<file path="src/rtl/regfile_pkg.sv">
`default_nettype none
// ============================================================================
// Module      : regfile_pkg
// Description : Shared register-file widths and writeback request types.
// Revision    : 1.0 - initial release
// ============================================================================
package regfile_pkg;

    localparam int REG_AW = 5;
    localparam int NREG   = 32;
    localparam int XLEN   = 32;

    typedef logic [REG_AW-1:0] reg_idx_t;

    typedef struct packed {
        reg_idx_t          rd;
        logic [XLEN-1:0]   data;
    } wb_req_t;

endpackage
`default_nettype wire

</file>
<file path="src/rtl/rr_arbiter.sv">
`default_nettype none
// ============================================================================
// Module      : rr_arbiter
// Description : Combinational round-robin grant search starting at ptr_i.
// Revision    : 1.0 - initial release
// ============================================================================
module rr_arbiter #(
    parameter int N = 3
) (
    input  logic [N-1:0] req_i,
    input  logic [2:0]   ptr_i,
    output logic [N-1:0] gnt_o,
    output logic [2:0]   gnt_idx_o
);

    localparam int IW = (N > 1) ? $clog2(N) : 1;

    logic [3:0] idx;
    logic       found;

    // ptr_i is always below N, so one wrap subtraction is sufficient.
    always_comb begin
        gnt_o     = '0;
        gnt_idx_o = '0;
        found     = 1'b0;
        idx       = '0;
        for (int k = 0; k < N; k++) begin
            idx = {1'b0, ptr_i} + 4'(k);
            if (idx >= 4'(N)) begin
                idx = idx - 4'(N);
            end
            if (!found && req_i[idx[IW-1:0]]) begin
                found                = 1'b1;
                gnt_o[idx[IW-1:0]]   = 1'b1;
                gnt_idx_o            = idx[2:0];
            end
        end
    end

endmodule
`default_nettype wire

</file>
<file path="src/rtl/regfile_wb_sched.sv">
`default_nettype none
// ============================================================================
// Module      : regfile_wb_sched
// Description : Round-robin writeback scheduler and pending-register scoreboard.
// Revision    : 1.0 - initial release
// ============================================================================
module regfile_wb_sched #(
    parameter int NREQ = 3,
    parameter int XLEN = 32
) (
    input  logic                 clk,
    input  logic                 rst_n,
    input  logic [NREQ-1:0]      req_valid_i,
    output logic [NREQ-1:0]      req_ready_o,
    input  logic [NREQ*5-1:0]    req_rd_i,
    input  logic [NREQ*XLEN-1:0] req_data_i,
    output logic                 we_o,
    output logic [4:0]           rw_o,
    output logic [XLEN-1:0]      busw_o,
    input  logic                 issue_valid_i,
    input  logic [4:0]           issue_rd_i,
    output logic                 issue_stall_o,
    input  logic [4:0]           ra_i,
    input  logic [4:0]           rb_i,
    output logic                 hz_a_o,
    output logic                 hz_b_o,
    output logic [31:0]          pending_o
);

    import regfile_pkg::*;

    logic [2:0]      ptr_q, ptr_d;
    logic            we_q, we_d;
    reg_idx_t        rw_q, rw_d;
    logic [XLEN-1:0] busw_q, busw_d;
    logic [NREG-1:0] pending_q, pending_d;

    logic [NREQ-1:0] gnt;
    logic [2:0]      gnt_idx;
    logic            gnt_any;
    reg_idx_t        gnt_rd;
    logic [XLEN-1:0] gnt_data;
    logic            issue_acc;

    rr_arbiter #(.N(NREQ)) u_arb (
        .req_i     (req_valid_i),
        .ptr_i     (ptr_q),
        .gnt_o     (gnt),
        .gnt_idx_o (gnt_idx)
    );

    assign gnt_any  = |gnt;
    assign gnt_rd   = req_rd_i[REG_AW*int'(gnt_idx) +: REG_AW];
    assign gnt_data = req_data_i[XLEN*int'(gnt_idx) +: XLEN];

    // A write landing on issue_rd this cycle frees it, so the new owner may issue.
    assign issue_stall_o = issue_valid_i && (issue_rd_i != '0) && pending_q[issue_rd_i]
                           && !(we_q && (rw_q == issue_rd_i));
    assign issue_acc     = issue_valid_i && !issue_stall_o;

    always_comb begin
        ptr_d  = ptr_q;
        we_d   = 1'b0;
        rw_d   = rw_q;
        busw_d = busw_q;
        if (gnt_any) begin
            ptr_d  = (int'(gnt_idx) == NREQ-1) ? 3'd0 : gnt_idx + 3'd1;
            we_d   = (gnt_rd != '0);
            rw_d   = gnt_rd;
            busw_d = gnt_data;
        end

        pending_d = pending_q;
        if (we_q) begin
            pending_d[rw_q] = 1'b0;
        end
        if (issue_acc) begin
            pending_d[issue_rd_i] = 1'b1;
        end
        pending_d[0] = 1'b0;
    end

    always_ff @(posedge clk or negedge rst_n) begin
        if (!rst_n) begin
            ptr_q     <= '0;
            we_q      <= 1'b0;
            rw_q      <= '0;
            busw_q    <= '0;
            pending_q <= '0;
        end else begin
            ptr_q     <= ptr_d;
            we_q      <= we_d;
            rw_q      <= rw_d;
            busw_q    <= busw_d;
            pending_q <= pending_d;
        end
    end

    assign req_ready_o = gnt;
    assign we_o        = we_q;
    assign rw_o        = rw_q;
    assign busw_o      = busw_q;
    assign pending_o   = pending_q;
    assign hz_a_o      = pending_q[ra_i];
    assign hz_b_o      = pending_q[rb_i];

endmodule
`default_nettype wire

</file>
<file path="config.mk">
export PLATFORM = sky130hd
export DESIGN_NAME = regfile_wb_sched
export DESIGN_NICKNAME = d
export VERILOG_FILES = /design/src/rtl/regfile_pkg.sv /design/src/rtl/rr_arbiter.sv /design/src/rtl/regfile_wb_sched.sv
export SDC_FILE = /design/constraint.sdc
export NUM_CORES = 1
export LEC_CHECK = 0
export ABC_AREA = 1
export BUFFER_PORTS_ARGS = -buffer_cell sky130_fd_sc_hd__buf_2
export CAP_MARGIN = 0
export CORE_MARGIN = 4
export CORE_UTILIZATION = 31
export DETAILED_ROUTE_END_ITERATION = 8
export GPL_ROUTABILITY_DRIVEN = 0
export PLACE_DENSITY_LB_ADDON = 0.05
export SYNTH_ARGS = -nofsm -noshare
export SYNTH_HDL_FRONTEND = slang
export SYNTH_SLANG_ARGS = --single-unit
</file>
<file path="constraint.sdc">
create_clock -name clk -period 3.2 [get_ports clk]
set_input_delay 0 -clock clk [delete_from_list [all_inputs] [get_ports clk]]
set_output_delay 0 -clock clk [all_outputs]
set_load 0.01 [all_outputs]
</file>
# Word level (Yosys, flattened, before mapping)

Index checks and enable logic that the tools add are counted.

Flip-flop bits (word level): 72
Bits in latches: 0
RAM bits: 0
Bits in read-only memories: 0
Input bits: 132
Logic and storage cells: 92
Memories: 0

$add $sub $neg: 6
Multiply operators: 1
Div/mod/pow operators: 0
Order comparisons: 15
Eq/ne operators: 2
Shift-type cells: 2
Multiplexer cells: 37
Bitwise logic cells: 5
Reduce and logical (&&, ||, !) cells: 19

Operators by type and width:

| kind                | count |
|---|---|
| $shiftx 96x9->32    | 1 |
| $mux 32             | 2 |
| $and 32x32->32      | 1 |
| $not 32->32         | 1 |
| $or 32x32->32       | 1 |
| $mux 3              | 10 |
| $lt 5x6->1 const B  | 4 |
| $bmux 1 s5          | 3 |
| $shiftx 15x7->5     | 1 |
| $mux 1              | 14 |
| $logic_and 1x1->1   | 12 |
| $demux 1 s5         | 2 |
| $ge 5x1->1 const B  | 2 |
| $reduce_bool 5->1   | 2 |
| $lt 2x3->1 const B  | 3 |
| $sub 3x2->3 const B | 3 |
| $ge 4x2->1 const B  | 2 |
| $bmux 1 s2          | 3 |
| $demux 1 s2         | 3 |
| $ge 2x1->1 const B  | 3 |
| $mul 3x3->6 const A | 1 |
| $or 3x3->3          | 2 |
| $eq 5x5->1          | 1 |
| $add 3x1->4 const B | 1 |
| 6 further kinds     | 9 |

# Longest topological paths before layout

Word-level depth: 15
Mapped depth: 23
Mapped depth without buffers: 22

# By module

From an unflattened synthesis, not the netlist that was laid out.

Cell total of the unflattened synthesis: 810
Area, all modules: 5511.5 µm²

By module, submodules not included:

| module           | times used | cells each | area an instance (µm²) | seq. area each (µm²) |
|---|---|---|---|---|
| regfile_wb_sched | 1          | 711        | 4956.0                 | 1801.7 |
| rr_arbiter       | 1          | 99         | 555.5                  | 0.0 |

# Worst setup path before layout

OpenSTA, ideal clock, no wires.

Path type: flip-flop to flip-flop
Start point: register ptr_q[0]
End point: register busw_q[0] (netlist: busw_o[0])
Library setup time: 0.116 ns
Arrival time: 2.592 ns
Setup slack: 0.492 ns
Stages on the path, launching flop included: 20
Path buffers: 1
Cell sequence: dfrtp_1 -> ha_1 -> ha_1 -> nand2_1 -> nand2_1 -> nand2_1 -> nand2_1 -> inv_2 -> nand3_1 -> nand2_1 -> nand3_1 -> nand2_2 -> nand2_2 -> nor3_4 -> inv_2 -> nand2_4 -> inv_2 -> buf_6 -> nand2_1 -> nand2_1

Longest elaborated chain between the ends: 12

Ends and longest elaborated chain:

| element                                                         | RTL line               | RTL |
|---|---|---|
| from (decl)                                                     | regfile_wb_sched.sv:32 | `logic [2:0] ptr_q, ptr_d;` |
| from (signal assigned)                                          | regfile_wb_sched.sv:91 | `ptr_q <= ptr_d;` |
| $add 3x1->4 (tied with other cells)                             | rr_arbiter.sv:28       | `idx = {1'b0, ptr_i} + 4'(k);` |
| $ge 4x2->1 (tied with other cells)                              | rr_arbiter.sv:29       | `if (idx >= 4'(N)) begin` |
| $mux 3 (tied with other cells)                                  | rr_arbiter.sv:29       |  |
| $lt 2x3->1 (implied by the code) (tied with other cells)        | rr_arbiter.sv:34       | `gnt_o[idx[IW-1:0]] = 1'b1;` |
| $logic_and 1x1->1 (implied by the code) (tied with other cells) | rr_arbiter.sv:34       |  |
| $mux 1 (implied by the code) (tied with other cells)            | rr_arbiter.sv:34       |  |
| $demux 1 s2 (tied with other cells)                             | -                      |  |
| $or 3x3->3 (no line) or $mux 1 (tied branches)                  | -                      |  |
| $mux 3 or $logic_not 1->1 (tied branches)                       | rr_arbiter.sv:32       | `if (!found && req_i[idx[IW-1:0]]) begin` |
| $or 3x3->3 (no line) or $logic_and 1x1->1 (tied branches)       | -                      |  |
| $mux 3 *                                                        | rr_arbiter.sv:32       |  |
| via req_ready_o[1]                                              | regfile_wb_sched.sv:14 | `output logic [NREQ-1:0] req_ready_o,` |
| $reduce_or 3->1 *                                               | regfile_wb_sched.sv:52 | `assign gnt_any = \|gnt;` |
| to (signal assigned)                                            | regfile_wb_sched.sv:94 | `busw_q <= busw_d;` |
| to (decl)                                                       | regfile_wb_sched.sv:35 | `logic [XLEN-1:0] busw_q, busw_d;` |

The timed path passes the listed nets; every way through them passes the cells marked *. The select of a mux whose other input is x is not followed.
A chain may end at the register's enable or synchronous reset.

# Final worst setup path

Start point: register ptr_q[0]
End point: register we_q (netlist: we_o)

Longest elaborated chain between the ends: 15

Ends and longest elaborated chain:

| element                                              | RTL line               | RTL |
|---|---|---|
| branches (longest 14 deep; another with $mul 3x3->6) | -                      |  |
| $mux 1 *                                             | regfile_wb_sched.sv:66 | `if (gnt_any) begin` |
| via we_d                                             | regfile_wb_sched.sv:33 | `logic we_q, we_d;` |
| to (signal assigned)                                 | regfile_wb_sched.sv:92 | `we_q <= we_d;` |
| to (decl)                                            | regfile_wb_sched.sv:33 |  |

Mark *: on every way through the listed nets, which the timed path passes. The select of a mux whose other input is x is not followed.

==> results.txt <==
Worst r2r src -> ptr_q[0]
Seq cells post-synth -> 72
Vias per inst -> 5.02
CTS tree -> built
Avg Cell Area, Syn -> 6.75 sq um
VDD IR-drop max -> 0.809 mV
Maximum achievable frequency -> 342 MHz
DRC viols -> 0
Syn Inst Count -> 750
Drt total wl -> 19.6 mm
Dominant cell by count in the synthesized netlist -> nand2_1
Fill count -> 1,717
# IOs -> 208
Final instance area -> 6930 sq um
Post-Synthesis Cell Area -> 5070 sq um
Placed inst area -> 6310 sq um
Initial Utilization -> 31.8%
WHS -> 0.0168 ns
H-tree depth -> 3
Antenna cells -> 0
Crit end category -> register
Top cell type's share of synthesized area -> 35.6%
Worst-Margin Slew -> 0.956 ns
Gr ovfl total -> 0
# rows -> 46
Final slew viol count -> 0
# Max-Cap Violations -> 0
Leakage -> 3.35 nW
Post-layout min period -> 2.92 ns
Antenna violations before repair -> 1
Syn_nets -> 891
Status -> completed
CTS Buf Count -> 9
Die Span Y -> 136 um
CTS sink cnt -> 72
Fin Setup TNS -> 0 ns
Number of iterations in the first detailed-routing pass -> 4
Max Clock Skew -> 0.00572 ns
Critical Path RT -> 3.41 ns
Hold wc startpoint -> req_data_i[71]
Die ar. -> 18,500 sq um
Antenna-violating nets left -> 0
Power Density -> 1420 nW/um^2
Via count -> 5,996
Total GRT Usage -> 21.1%
Number of synthesized flops with an enable pin -> 0
Synth unique cells -> 37
Core ar. -> 15,900 sq um
Die width -> 136 um
HPWL after DPL -> 14.6 mm
Initial DRC count -> 270
Clock transition at path regs -> 0.06 ns
Worst skew pair latency -> 0.34 ns
Predominant post-synthesis flop cell -> dfrtp_1
Seq/Total Area, Yosys -> 35.6%
WL per Instance -> 16.4 um
Top post-synthesis cells by area -> dfrtp_1 36%, nand2_1 16%, o21ai_0 13%, nand3_1 5.0%, a21oi_1 4.9%
Share of cells above drive strength 1 -> 26.4%
Most frequent cells after synthesis -> 212 x nand2_1, 136 x o21ai_0, 72 x dfrtp_1
Setup violations, final -> 0
Clk root buf -> clkbuf_16
Largest net degree at the start of global routing -> 73
Worst hold path class -> in -> reg
Final Hold Fails -> 0
Input/output buffers -> 206
Ys async rst share -> 100%
Critical Path AT -> 3.13 ns
Startpoint types -> register
Worst-path maximum fanout -> 35
Largest area contributor in the netlist -> dfrtp_1
Post-route clock period utilization -> 91.3%
Number of global-route vias before repair -> 5,819
Clock Path Buffers -> 2
Critical path startpoint -> ptr_q[0]
Crit Path Category -> reg -> reg
Final #Nets -> 1,115
Post-layout util -> 43.5%
Synth-to-layout area growth -> 36.8%
Yosys Warn Count -> 0
Global-route wire length before repair -> 30.9 mm
Max-slew headroom -> 36.3%
[through the flow]
stage / setup WS [ns] / cells / power, mW
final: 0.279 / 1195 / 9.83
after detailed placement: 0.166 / 1149 / 8.78
after CTS: 0.132 / 1194 / 9.85
after global placement: 0.185 / 1149 / 8.79
after floorplan: 0.492 / 750 / 6.77
after global routing: -0.00932 / 1195 / 10.9
[metal layers]
layer	up-vias	routed length, um	share of wire, %	global-route usage (%)
met2	204	9120	47	34.9
met1	2766	8570	44	27.1
met4	2	246	1.3	4.87
met3	23	1650	8.4	6.77
li1	3001	-	-	-
met5	-	20	0.10	0
[final cells by class]
class                           count  area (sq um)  area share (%)
Clock buffer                       11           243            3.50
Clock inverter                      5          56.3           0.812
Inverter                           49           186            2.69
Multi-Input combinational cell    594          2910            42.0
Sequential cell                    72          1800            26.0
Tap cell                          216           270            3.90
Timing Repair Buffer              248          1460            21.1
[report_power, final]
| part | internal [mW] | total [mW] | switching [mW] | leakage [nW] |
|---|---|---|---|---|
| clock network | 0.623 | 1.01 | 0.387 | 0.145 |
| registers | 1.44 | 1.92 | 0.483 | 0.843 |
| logic | 2.36 | 6.90 | 4.54 | 2.37 |
| total | 4.42 | 9.83 | 5.41 | 3.35 |
[sequential cells by signal, summed over array words and instances, names as in the netlist]
name / count
ptr_q: 3
we_o: 1
busw_o: 32
pending_o: 31
rw_o: 5
[critical path, stage by stage, from the launching register on]
cell,delay [ns]
dfrtp_1,0.43
ha_1,0.22
ha_1,0.35
nand2_1,0.13
nand2_1,0.09
nand2_1,0.07
nand2_1,0.09
inv_2,0.07
nand2_1,0.05
nand2_1,0.11
nand4_1,0.24
nand2_2,0.23
buf_12,0.21
nand2_1,0.08
nand3_1,0.08
nand2_1,0.06
nand2_1,0.08
nand3_1,0.07
nor2_1,0.08
nor2_1,0.04
[worst paths after layout]
check / to / slack, ns / cells after the start
min in group asynchronous: pending_o[1] / 0.33 / 2
worst min-delay path: busw_o[7] / 0.02 / 5
worst max-delay path: we_o / 0.28 / 19
max in group asynchronous: busw_o[24] / 2.23 / 2
worst min register to register: busw_o[7] / 0.47 / 2
worst max register to register: we_o / 0.28 / 19
[repair_timing]
item,in CTS,in global routing
setup endpoints to repair,0,35
hold buffers,29,0
resized for setup,0,5
buffers inserted,0,1
endpoints found under the hold margin,100,0
[logic make-up after synthesis]
family                   share of synthesized area (%)
AO/OA/AOI/OAI                                     25.8
XOR/XNOR                                         0.346
adder cells (fa/ha/maj)                           2.22
buffers and inverters                             7.29
flip-flops                                        35.6
other                                           0.0740
AND/OR/NAND/NOR                                   28.7
[cell usage in the layout, fill, tap and decap left out, drive strengths merged, types with 3 or more instances in the layout]
master,netlist,layout
nand2,219,219
buf,16,219
o21ai,150,150
dfrtp,72,72
nand3,54,54
nor2,52,52
a21oi,51,51
inv,48,48
dlygate4sd3,0,29
a22oi,14,14
clkbuf,19,11
ha,9,9
nor3,9,9
o221ai,8,8
nand4,5,5
o22ai,5,5
nand3b,4,4
clkinv,1,4
o211ai,3,3
Power figures use the tool's default switching activity.
